`src/rtl/rx_module_if.sv`:
```
// rx_module_if: result/handshake bundle between the UART receiver and the
// block that consumes received characters (typically an Rx FIFO).
// master = receiver side, slave = consumer side.
interface rx_module_if #(
  parameter int MAX_UART_DATA_W = 8
);
  logic [MAX_UART_DATA_W-1:0] rx_data_o;
  logic                       rx_done_o;
  logic                       rx_busy_o;
  logic                       rx_parity_err_o;
  logic                       rx_frame_err_o;
  logic                       rx_fifo_push_o;
  logic                       rx_fifo_en_i;

  modport master (
    output rx_data_o,
    output rx_done_o,
    output rx_busy_o,
    output rx_parity_err_o,
    output rx_frame_err_o,
    output rx_fifo_push_o,
    input  rx_fifo_en_i
  );

  modport slave (
    input  rx_data_o,
    input  rx_done_o,
    input  rx_busy_o,
    input  rx_parity_err_o,
    input  rx_frame_err_o,
    input  rx_fifo_push_o,
    output rx_fifo_en_i
  );
endinterface

```
`src/rtl/rx_module.sv`:
```
// rx_module: UART receiver, 16x oversampled, 5..8 data bits, optional even
// parity, 1..4 stop bits. Configuration is latched at the start of each frame.
// Optional build macro RX_MAJORITY_VOTE_EN: each bit is the 2-of-3 majority of
// the samples taken at counts 6, 7 and 8 (decision at count 8). Without it a
// single sample at count 7 is used.
module rx_module #(
  parameter int MAX_UART_DATA_W = 8,
  parameter int STOP_CONF_W     = 2,
  parameter int DATA_CONF_W     = 2,
  parameter int SAMPLE_COUNT_W  = 4,
  parameter int DATA_COUNTER_W  = 3,
  parameter int TOTAL_CONF_W    = STOP_CONF_W + DATA_CONF_W + 1
) (
  input  logic                    clk_i,
  input  logic                    rst_ni,
  input  logic                    baud_en_i,
  input  logic                    rx_en_i,
  input  logic [TOTAL_CONF_W-1:0] rx_conf_i,
  input  logic                    uart_rx_i,
  rx_module_if.master             rx_bus
);

  typedef enum logic [2:0] {
    ST_RESET,
    ST_IDLE,
    ST_START,
    ST_DATA,
    ST_PARITY,
    ST_STOP,
    ST_DONE
  } state_t;

  state_t state_q, state_d;

  // Line synchronizer; rx_line is the only view of the serial input used below.
  logic [1:0] sync_q;
  logic       rx_line;

  // Control state
  logic [SAMPLE_COUNT_W-1:0] sample_cnt_q;
  logic [DATA_COUNTER_W-1:0] bit_cnt_q;
  logic [TOTAL_CONF_W-1:0]   conf_q;
  logic                      armed_q;
  logic                      busy_q;
  logic                      done_q;
  logic [MAX_UART_DATA_W-1:0] data_q;
  logic                      par_err_q;
  logic                      frame_err_q;

  // Per-frame working data
  logic [MAX_UART_DATA_W-1:0] shift_q;
  logic                       par_acc_q;
  logic                       frame_acc_q;

  // Decoded frame configuration (from the latched copy)
  logic [DATA_CONF_W-1:0]    conf_data;
  logic [STOP_CONF_W-1:0]    conf_stop;
  logic                      conf_parity;

  logic in_bit_state;
  logic sample_pt;
  logic bit_end;
  logic bit_val;
  logic last_data_bit;
  logic last_stop_bit;
  logic start_frame;

  assign rx_line     = sync_q[1];
  assign conf_data   = conf_q[TOTAL_CONF_W-1 -: DATA_CONF_W];
  assign conf_stop   = conf_q[STOP_CONF_W:1];
  assign conf_parity = conf_q[0];

  assign in_bit_state  = (state_q == ST_START) || (state_q == ST_DATA) ||
                         (state_q == ST_PARITY) || (state_q == ST_STOP);
  assign bit_end       = (sample_cnt_q == {SAMPLE_COUNT_W{1'b1}});
  assign last_data_bit = (bit_cnt_q == (DATA_COUNTER_W'(4) + DATA_COUNTER_W'(conf_data)));
  assign last_stop_bit = (bit_cnt_q == DATA_COUNTER_W'(conf_stop));
  assign start_frame   = baud_en_i && (state_q == ST_IDLE) && (state_d == ST_START);

`ifdef RX_MAJORITY_VOTE_EN
  logic samp6_q;
  logic samp7_q;

  assign sample_pt = (sample_cnt_q == SAMPLE_COUNT_W'(8));
  assign bit_val   = (samp6_q & samp7_q) | (samp6_q & rx_line) | (samp7_q & rx_line);

  // Capture the two early votes; the third is the live line at count 8.
  always_ff @(posedge clk_i) begin
    if (baud_en_i && in_bit_state) begin
      if (sample_cnt_q == SAMPLE_COUNT_W'(6)) samp6_q <= rx_line;
      if (sample_cnt_q == SAMPLE_COUNT_W'(7)) samp7_q <= rx_line;
    end
  end
`else
  assign sample_pt = (sample_cnt_q == SAMPLE_COUNT_W'(7));
  assign bit_val   = rx_line;
`endif

  // Two-flop synchronizer for the asynchronous serial line, idles high.
  always_ff @(posedge clk_i or negedge rst_ni) begin
    if (!rst_ni) begin
      sync_q <= 2'b11;
    end else begin
      sync_q <= {sync_q[0], uart_rx_i};
    end
  end

  // Next-state logic; every transition waits for an oversample tick.
  always_comb begin
    state_d = state_q;
    case (state_q)
      ST_RESET: begin
        if (baud_en_i && rx_en_i) state_d = ST_IDLE;
      end
      ST_IDLE: begin
        // armed_q demands the line was seen high first, so a line that is
        // already low (e.g. after reset mid-frame) cannot start a frame.
        if (baud_en_i && armed_q && !rx_line) state_d = ST_START;
      end
      ST_START: begin
        if (baud_en_i) begin
          if (sample_pt && bit_val) state_d = ST_IDLE;
          else if (bit_end)         state_d = ST_DATA;
        end
      end
      ST_DATA: begin
        if (baud_en_i && bit_end && last_data_bit) begin
          state_d = conf_parity ? ST_PARITY : ST_STOP;
        end
      end
      ST_PARITY: begin
        if (baud_en_i && bit_end) state_d = ST_STOP;
      end
      ST_STOP: begin
        if (baud_en_i && bit_end && last_stop_bit) state_d = ST_DONE;
      end
      ST_DONE: begin
        if (baud_en_i) state_d = rx_en_i ? ST_IDLE : ST_RESET;
      end
      default: state_d = ST_RESET;
    endcase
  end

  // State register, counters, latched config and the architectural outputs.
  always_ff @(posedge clk_i or negedge rst_ni) begin
    if (!rst_ni) begin
      state_q      <= ST_RESET;
      sample_cnt_q <= '0;
      bit_cnt_q    <= '0;
      conf_q       <= '0;
      armed_q      <= 1'b0;
      busy_q       <= 1'b0;
      done_q       <= 1'b0;
      data_q       <= '0;
      par_err_q    <= 1'b0;
      frame_err_q  <= 1'b0;
    end else begin
      done_q <= 1'b0;

      if (start_frame) begin
        armed_q <= 1'b0;
      end else if (rx_line && ((state_q == ST_RESET) || (state_q == ST_IDLE) ||
                               (state_q == ST_STOP))) begin
        armed_q <= 1'b1;
      end

      if (baud_en_i) begin
        state_q <= state_d;

        // Counter wraps 15->0 naturally at each bit boundary; a false start
        // or leaving the bit states clears it.
        if (in_bit_state && (state_d != ST_IDLE)) begin
          sample_cnt_q <= sample_cnt_q + SAMPLE_COUNT_W'(1);
        end else begin
          sample_cnt_q <= '0;
        end

        if (start_frame) begin
          bit_cnt_q <= '0;
          conf_q    <= rx_conf_i;
        end else if (((state_q == ST_DATA) || (state_q == ST_STOP)) && bit_end) begin
          bit_cnt_q <= (state_d != state_q) ? '0 : bit_cnt_q + DATA_COUNTER_W'(1);
        end

        if ((state_q == ST_START) && (state_d == ST_DATA)) begin
          busy_q <= 1'b1;
        end else if ((state_d == ST_DONE) && (state_q != ST_DONE)) begin
          busy_q <= 1'b0;
        end

        if (state_q == ST_DONE) begin
          done_q      <= 1'b1;
          data_q      <= shift_q;
          par_err_q   <= par_acc_q;
          frame_err_q <= frame_acc_q;
        end
      end
    end
  end

  // Frame assembly: data bits, parity check and stop-bit check.
  always_ff @(posedge clk_i) begin
    if (start_frame) begin
      shift_q     <= '0;
      par_acc_q   <= 1'b0;
      frame_acc_q <= 1'b0;
    end else if (baud_en_i && sample_pt) begin
      case (state_q)
        ST_DATA:   shift_q[bit_cnt_q] <= bit_val;
        ST_PARITY: par_acc_q <= bit_val ^ (^shift_q);
        ST_STOP:   if (!bit_val) frame_acc_q <= 1'b1;
        default:   ;
      endcase
    end
  end

  assign rx_bus.rx_data_o       = data_q;
  assign rx_bus.rx_done_o       = done_q;
  assign rx_bus.rx_busy_o       = busy_q;
  assign rx_bus.rx_parity_err_o = par_err_q;
  assign rx_bus.rx_frame_err_o  = frame_err_q;
  assign rx_bus.rx_fifo_push_o  = done_q & rx_bus.rx_fifo_en_i & ~frame_err_q;

endmodule

```
`src/flat_wrapper.sv`:
```
// flat-port wrapper written by rule: the top's interface ports become plain ports
module rx_module_flat 
#(
  parameter int MAX_UART_DATA_W = 8,
  parameter int STOP_CONF_W     = 2,
  parameter int DATA_CONF_W     = 2,
  parameter int SAMPLE_COUNT_W  = 4,
  parameter int DATA_COUNTER_W  = 3,
  parameter int TOTAL_CONF_W    = STOP_CONF_W + DATA_CONF_W + 1
)
  (clk_i, rst_ni, baud_en_i, rx_en_i, rx_conf_i, uart_rx_i, rx_bus_rx_data_o, rx_bus_rx_done_o, rx_bus_rx_busy_o, rx_bus_rx_parity_err_o, rx_bus_rx_frame_err_o, rx_bus_rx_fifo_push_o, rx_bus_rx_fifo_en_i);
  rx_module_if #(.MAX_UART_DATA_W(MAX_UART_DATA_W)) rx_bus_i ();
  input  logic clk_i;
  input  logic rst_ni;
  input  logic baud_en_i;
  input  logic rx_en_i;
  input  logic [TOTAL_CONF_W-1:0] rx_conf_i;
  input  logic uart_rx_i;
  output wire logic [$bits(rx_bus_i.rx_data_o)-1:0] rx_bus_rx_data_o;
  output wire logic [$bits(rx_bus_i.rx_done_o)-1:0] rx_bus_rx_done_o;
  output wire logic [$bits(rx_bus_i.rx_busy_o)-1:0] rx_bus_rx_busy_o;
  output wire logic [$bits(rx_bus_i.rx_parity_err_o)-1:0] rx_bus_rx_parity_err_o;
  output wire logic [$bits(rx_bus_i.rx_frame_err_o)-1:0] rx_bus_rx_frame_err_o;
  output wire logic [$bits(rx_bus_i.rx_fifo_push_o)-1:0] rx_bus_rx_fifo_push_o;
  input wire logic [$bits(rx_bus_i.rx_fifo_en_i)-1:0] rx_bus_rx_fifo_en_i;
  assign rx_bus_rx_data_o = rx_bus_i.rx_data_o;
  assign rx_bus_rx_done_o = rx_bus_i.rx_done_o;
  assign rx_bus_rx_busy_o = rx_bus_i.rx_busy_o;
  assign rx_bus_rx_parity_err_o = rx_bus_i.rx_parity_err_o;
  assign rx_bus_rx_frame_err_o = rx_bus_i.rx_frame_err_o;
  assign rx_bus_rx_fifo_push_o = rx_bus_i.rx_fifo_push_o;
  assign rx_bus_i.rx_fifo_en_i = rx_bus_rx_fifo_en_i;
  rx_module #(.MAX_UART_DATA_W(MAX_UART_DATA_W), .STOP_CONF_W(STOP_CONF_W), .DATA_CONF_W(DATA_CONF_W), .SAMPLE_COUNT_W(SAMPLE_COUNT_W), .DATA_COUNTER_W(DATA_COUNTER_W), .TOTAL_CONF_W(TOTAL_CONF_W)) u_core (.clk_i(clk_i), .rst_ni(rst_ni), .baud_en_i(baud_en_i), .rx_en_i(rx_en_i), .rx_conf_i(rx_conf_i), .uart_rx_i(uart_rx_i), .rx_bus(rx_bus_i));
endmodule
```
`config.mk`:
```
export PLATFORM = sky130hd
export DESIGN_NAME = rx_module_flat
export DESIGN_NICKNAME = d
export VERILOG_FILES = /design/src/rtl/rx_module_if.sv /design/src/rtl/rx_module.sv /design/src/flat_wrapper.sv
export SDC_FILE = /design/constraint.sdc
export NUM_CORES = 1
export LEC_CHECK = 0
export BUFFER_PORTS_ARGS = -buffer_cell sky130_fd_sc_hd__buf_2
export CORE_MARGIN = 2
export CORE_UTILIZATION = 57
export DETAILED_ROUTE_END_ITERATION = 7
export GPL_TIMING_DRIVEN = 0
export PLACE_DENSITY = 0.76
export SYNTH_ARGS = -nofsm -noshare
export SYNTH_HDL_FRONTEND = slang
export SYNTH_SLANG_ARGS = --single-unit
```
`constraint.sdc`:
```
create_clock -name clk_i -period 2.43 [get_ports clk_i]
set_input_delay 0.486 -clock clk_i [delete_from_list [all_inputs] [get_ports clk_i]]
set_output_delay 0.486 -clock clk_i [all_outputs]
set_load 0.005 [all_outputs]
```
==> impl_metrics.yaml <==
timing:
  fmax_ghz: 0.437
  final.setup.worst_slack_ns: 0.143
  final_hold_viol_count: 0
  whs_ns: 0.153
  worstMarginPinSlew_ns: 0.827
  setup_viol: 0
  timing.final.crit_period_ns: 2.29
  slew_violations: 0
  timing.final.crit_share_pct: 94.1
  slew_headroom_pct: 44.3
  skew_ns: 0.0108
  grt_setup_unrepaired: "false"
  fin_setup_tns_ns: 0
logic_synthesis:
  yosysSeqAreaShare_pct: 46.5
  synthDominantCellAreaShare_pct: 34.2
  yosys-top-cells-count: "47 x nand2_1, 28 x dfrtp_1, 21 x nor2_1"
  synth-seq-cells: 40
  syn_inst: 224
  synth-main-ff-cell: "dfrtp_1"
  synth-edff-count: 0
  ys_types: 46
  syn_nets: 238
  yosysTopAreaCell: "dfrtp_1"
  syn-cell-area_mm2: 0.00205
  async_reset_ff_share_pct: 75.0
  yosys_warnings: 0
  avgSynthCellArea_um2: 9.15
  yosys-top-cells-area: "dfrtp_1 34%, dfxtp_1 9.8%, nand2_1 8.6%, xnor2_1 4.3%, mux2i_1 3.9%"
  synth_most_common_cell: "nand2_1"
floorplanning:
  die_area_mm2: 0.00409
  pin_count: 24
  die_h_um: 64.0
  die_w_um: 64.0
  rows: 21
  initial_core_util_pct: 60.5
  core_region_area_mm2: 0.00339
grt:
  top_usage_layer: "met2"
  grt_use_met1_pct: 29.6
  grt_max_degree: 31
  grt_pass1_wl_mm: 7.38
  met2_usage_pct: 38.2
  antenna_found_initial: 0
  grt_overflow: 0
  track_usage_pct: 23.0
  grt_util_met3_pct: 4.75
  first_global_vias: 1671
critical_path:
  critPathArrivalTime_ns: 2.54
  critPathMaxStageDelay_ns: 0.44
  critical_path.max_fanout: 6
  cp-start-kind: "flip-flop"
  critical_path.cell_chain: "ha_1 -> and4_4 -> and4_4 -> or3b_1 -> a311o_2 -> nand2_1 -> o221ai_2"
  crit_required_ns: 2.68
  slowest_stage: "a311o_2"
  critPathMostFrequentCell: "and4_4"
  crit_type: "flip-flop to flip-flop"
  cp-end-kind: "flip-flop"
power_and_ir_drop:
  irDropWorstVdd_mv: 0.614
  powerDensity_mw_per_mm2: 822
  leakage_nw: 1.09
place:
  hpwl_mm: 2.89
  portBuffers: 23
  pre_cts_slack_ns: -0.0316
  gp_congestion: 0.946
finish:
  n_antenna_cell: 0
  drive_gt1_share_pct: 21.9
  nNetsFinal: 269
  syn2layout_area_growth_pct: 12.7
clock_tree:
  cts_hold_buf: 0
  clock_latency_ns: 0.35
  cts_tree: "built"
  post_cts_buffers: 0
  clk_pin_slew_worst_paths_ns: 0.12
  cts-resized-gates: 0
  numClockSinks: 40
  cts_made_buffers: 5
  cts-root-buf: "clkbuf_4"
  cts.path.max_buffers: 2
  h-tree-depth: 2
detailed_routing:
  wl_mm: 4.04
  ant_nets: 0
  dr.pass1.iters: 4
  wl_per_cell_um: 13.4
  drt_iter0_markers: 102
  dr_total_vias: 1670
  vias_per_cell: 5.53
  drc_errors: 0
hold_path:
  hold_path_class: "input pin to asynchronous set/reset pin"
status:
  status: "finished clean"
run:
  max-cap-violations: 0
==> cell type report <==
class | instances | area [um2]
fillers | 282 | 1080
clock buffers | 5 | 37.5
multi-input cells | 163 | 1010
inverters | 10 | 37.5
well taps | 46 | 57.6
repair buffers | 24 | 123
flip-flops and latches | 40 | 953
clock inverters | 3 | 42.5
plain buffers | 11 | 52.6
==> flip-flops by register name, indices dropped and copies added, names as in the netlist <==
name,cells
u_core.bit_cnt_q,3
u_core.frame_acc_q,1
u_core.conf_q,5
u_core.par_acc_q,1
u_core.rx_bus.rx_parity_err_o,1
u_core.rx_bus.rx_done_o,1
u_core.rx_bus.rx_busy_o,1
u_core.armed_q,1
u_core.rx_bus.rx_frame_err_o,1
u_core.sync_q,2
u_core.sample_cnt_q,4
u_core.rx_bus.rx_data_o,8
u_core.shift_q,8
u_core.state_q,3
==> critical path, delay by kind of cell (launching register included) <==
kind	cells	cell delay [ns]
simple gates	4	0.99
flops	1	0.39
fa+ha+maj	1	0.26
compound gates	2	0.54
==> report_power, final <==
group	internal [W]	switching, W	total [W]
clock	0.000214	0.000223	0.000438
combinational	0.000269	0.000345	0.000614
sequential	0.000769	0.0000791	0.000848
total	0.00125	0.000647	0.00190
==> final timing paths <==
path	from	end	slack, ns	depth (start not counted)
hold / removal	rst_ni	u_core.rx_bus.rx_data_o[2]$_DFFE_PN0P_	0.15	1
max in group asynchronous	rst_ni	u_core.conf_q[2]$_DFFE_PN0P_	1.83	1
setup reg to reg	u_core.sample_cnt_q[0]$_DFFE_PN0P_	u_core.sample_cnt_q[3]$_DFFE_PN0P_	0.14	7
setup / recovery	u_core.sample_cnt_q[0]$_DFFE_PN0P_	u_core.sample_cnt_q[3]$_DFFE_PN0P_	0.14	7
min in group clk_i	uart_rx_i	u_core.sync_q[0]$_DFF_PN1_	0.22	1
hold reg to reg	u_core.sync_q[0]$_DFF_PN1_	u_core.sync_q[1]$_DFF_PN1_	0.37	0
==> kinds of logic (layout without fill, tap and decap cells) <==
family,Yosys count,in the layout,share of synthesized area [%]
AND/OR/NAND/NOR,107,107,25.9
multiplexers,13,13,6.65
AO/OA/AOI/OAI,28,28,9.58
adder cells (fa/ha/maj),3,3,1.83
XOR/XNOR,12,12,5.13
flip-flops,40,40,46.5
buffers and inverters,21,53,4.40
==> per-stage QoR <==
stage | cell area [um2] | power [W] | std cells | utilization, %
finish | 2310 | 0.00190 | 302 | 68.1
global route | 2310 | 0.00204 | 302 | 68.1
CTS | 2300 | 0.00188 | 301 | 67.9
detailed placement | 2220 | 0.00145 | 293 | 65.6
global placement | 2220 | 0.00143 | 293 | 65.6
floorplan | 2050 | 0.00130 | 224 | -
==> cell usage in the layout, fill, tap and decap left out, types with 3 or more instances in the layout <==
cell      count
ha_1          3
mux2_2        5
clkbuf_4      5
dfrtp_1      28
nor2_1       21
o21ai_0       9
nand3_1       9
inv_1        10
xnor2_1      10
nand2_1      47
clkbuf_1      4
dfxtp_1      10
a21oi_1       4
nor3_1        4
nand4_1       3
nand2b_1      3
buf_2        29
mux2i_1       8
==> routing by layer <==
layer  routed length, um  part of all wire (%)
met4                  56                   1.4
met3                 194                   4.8
met2                1880                    46
met1                1910                    47
met5                   0                     0
Power figures use the tool's default switching activity.
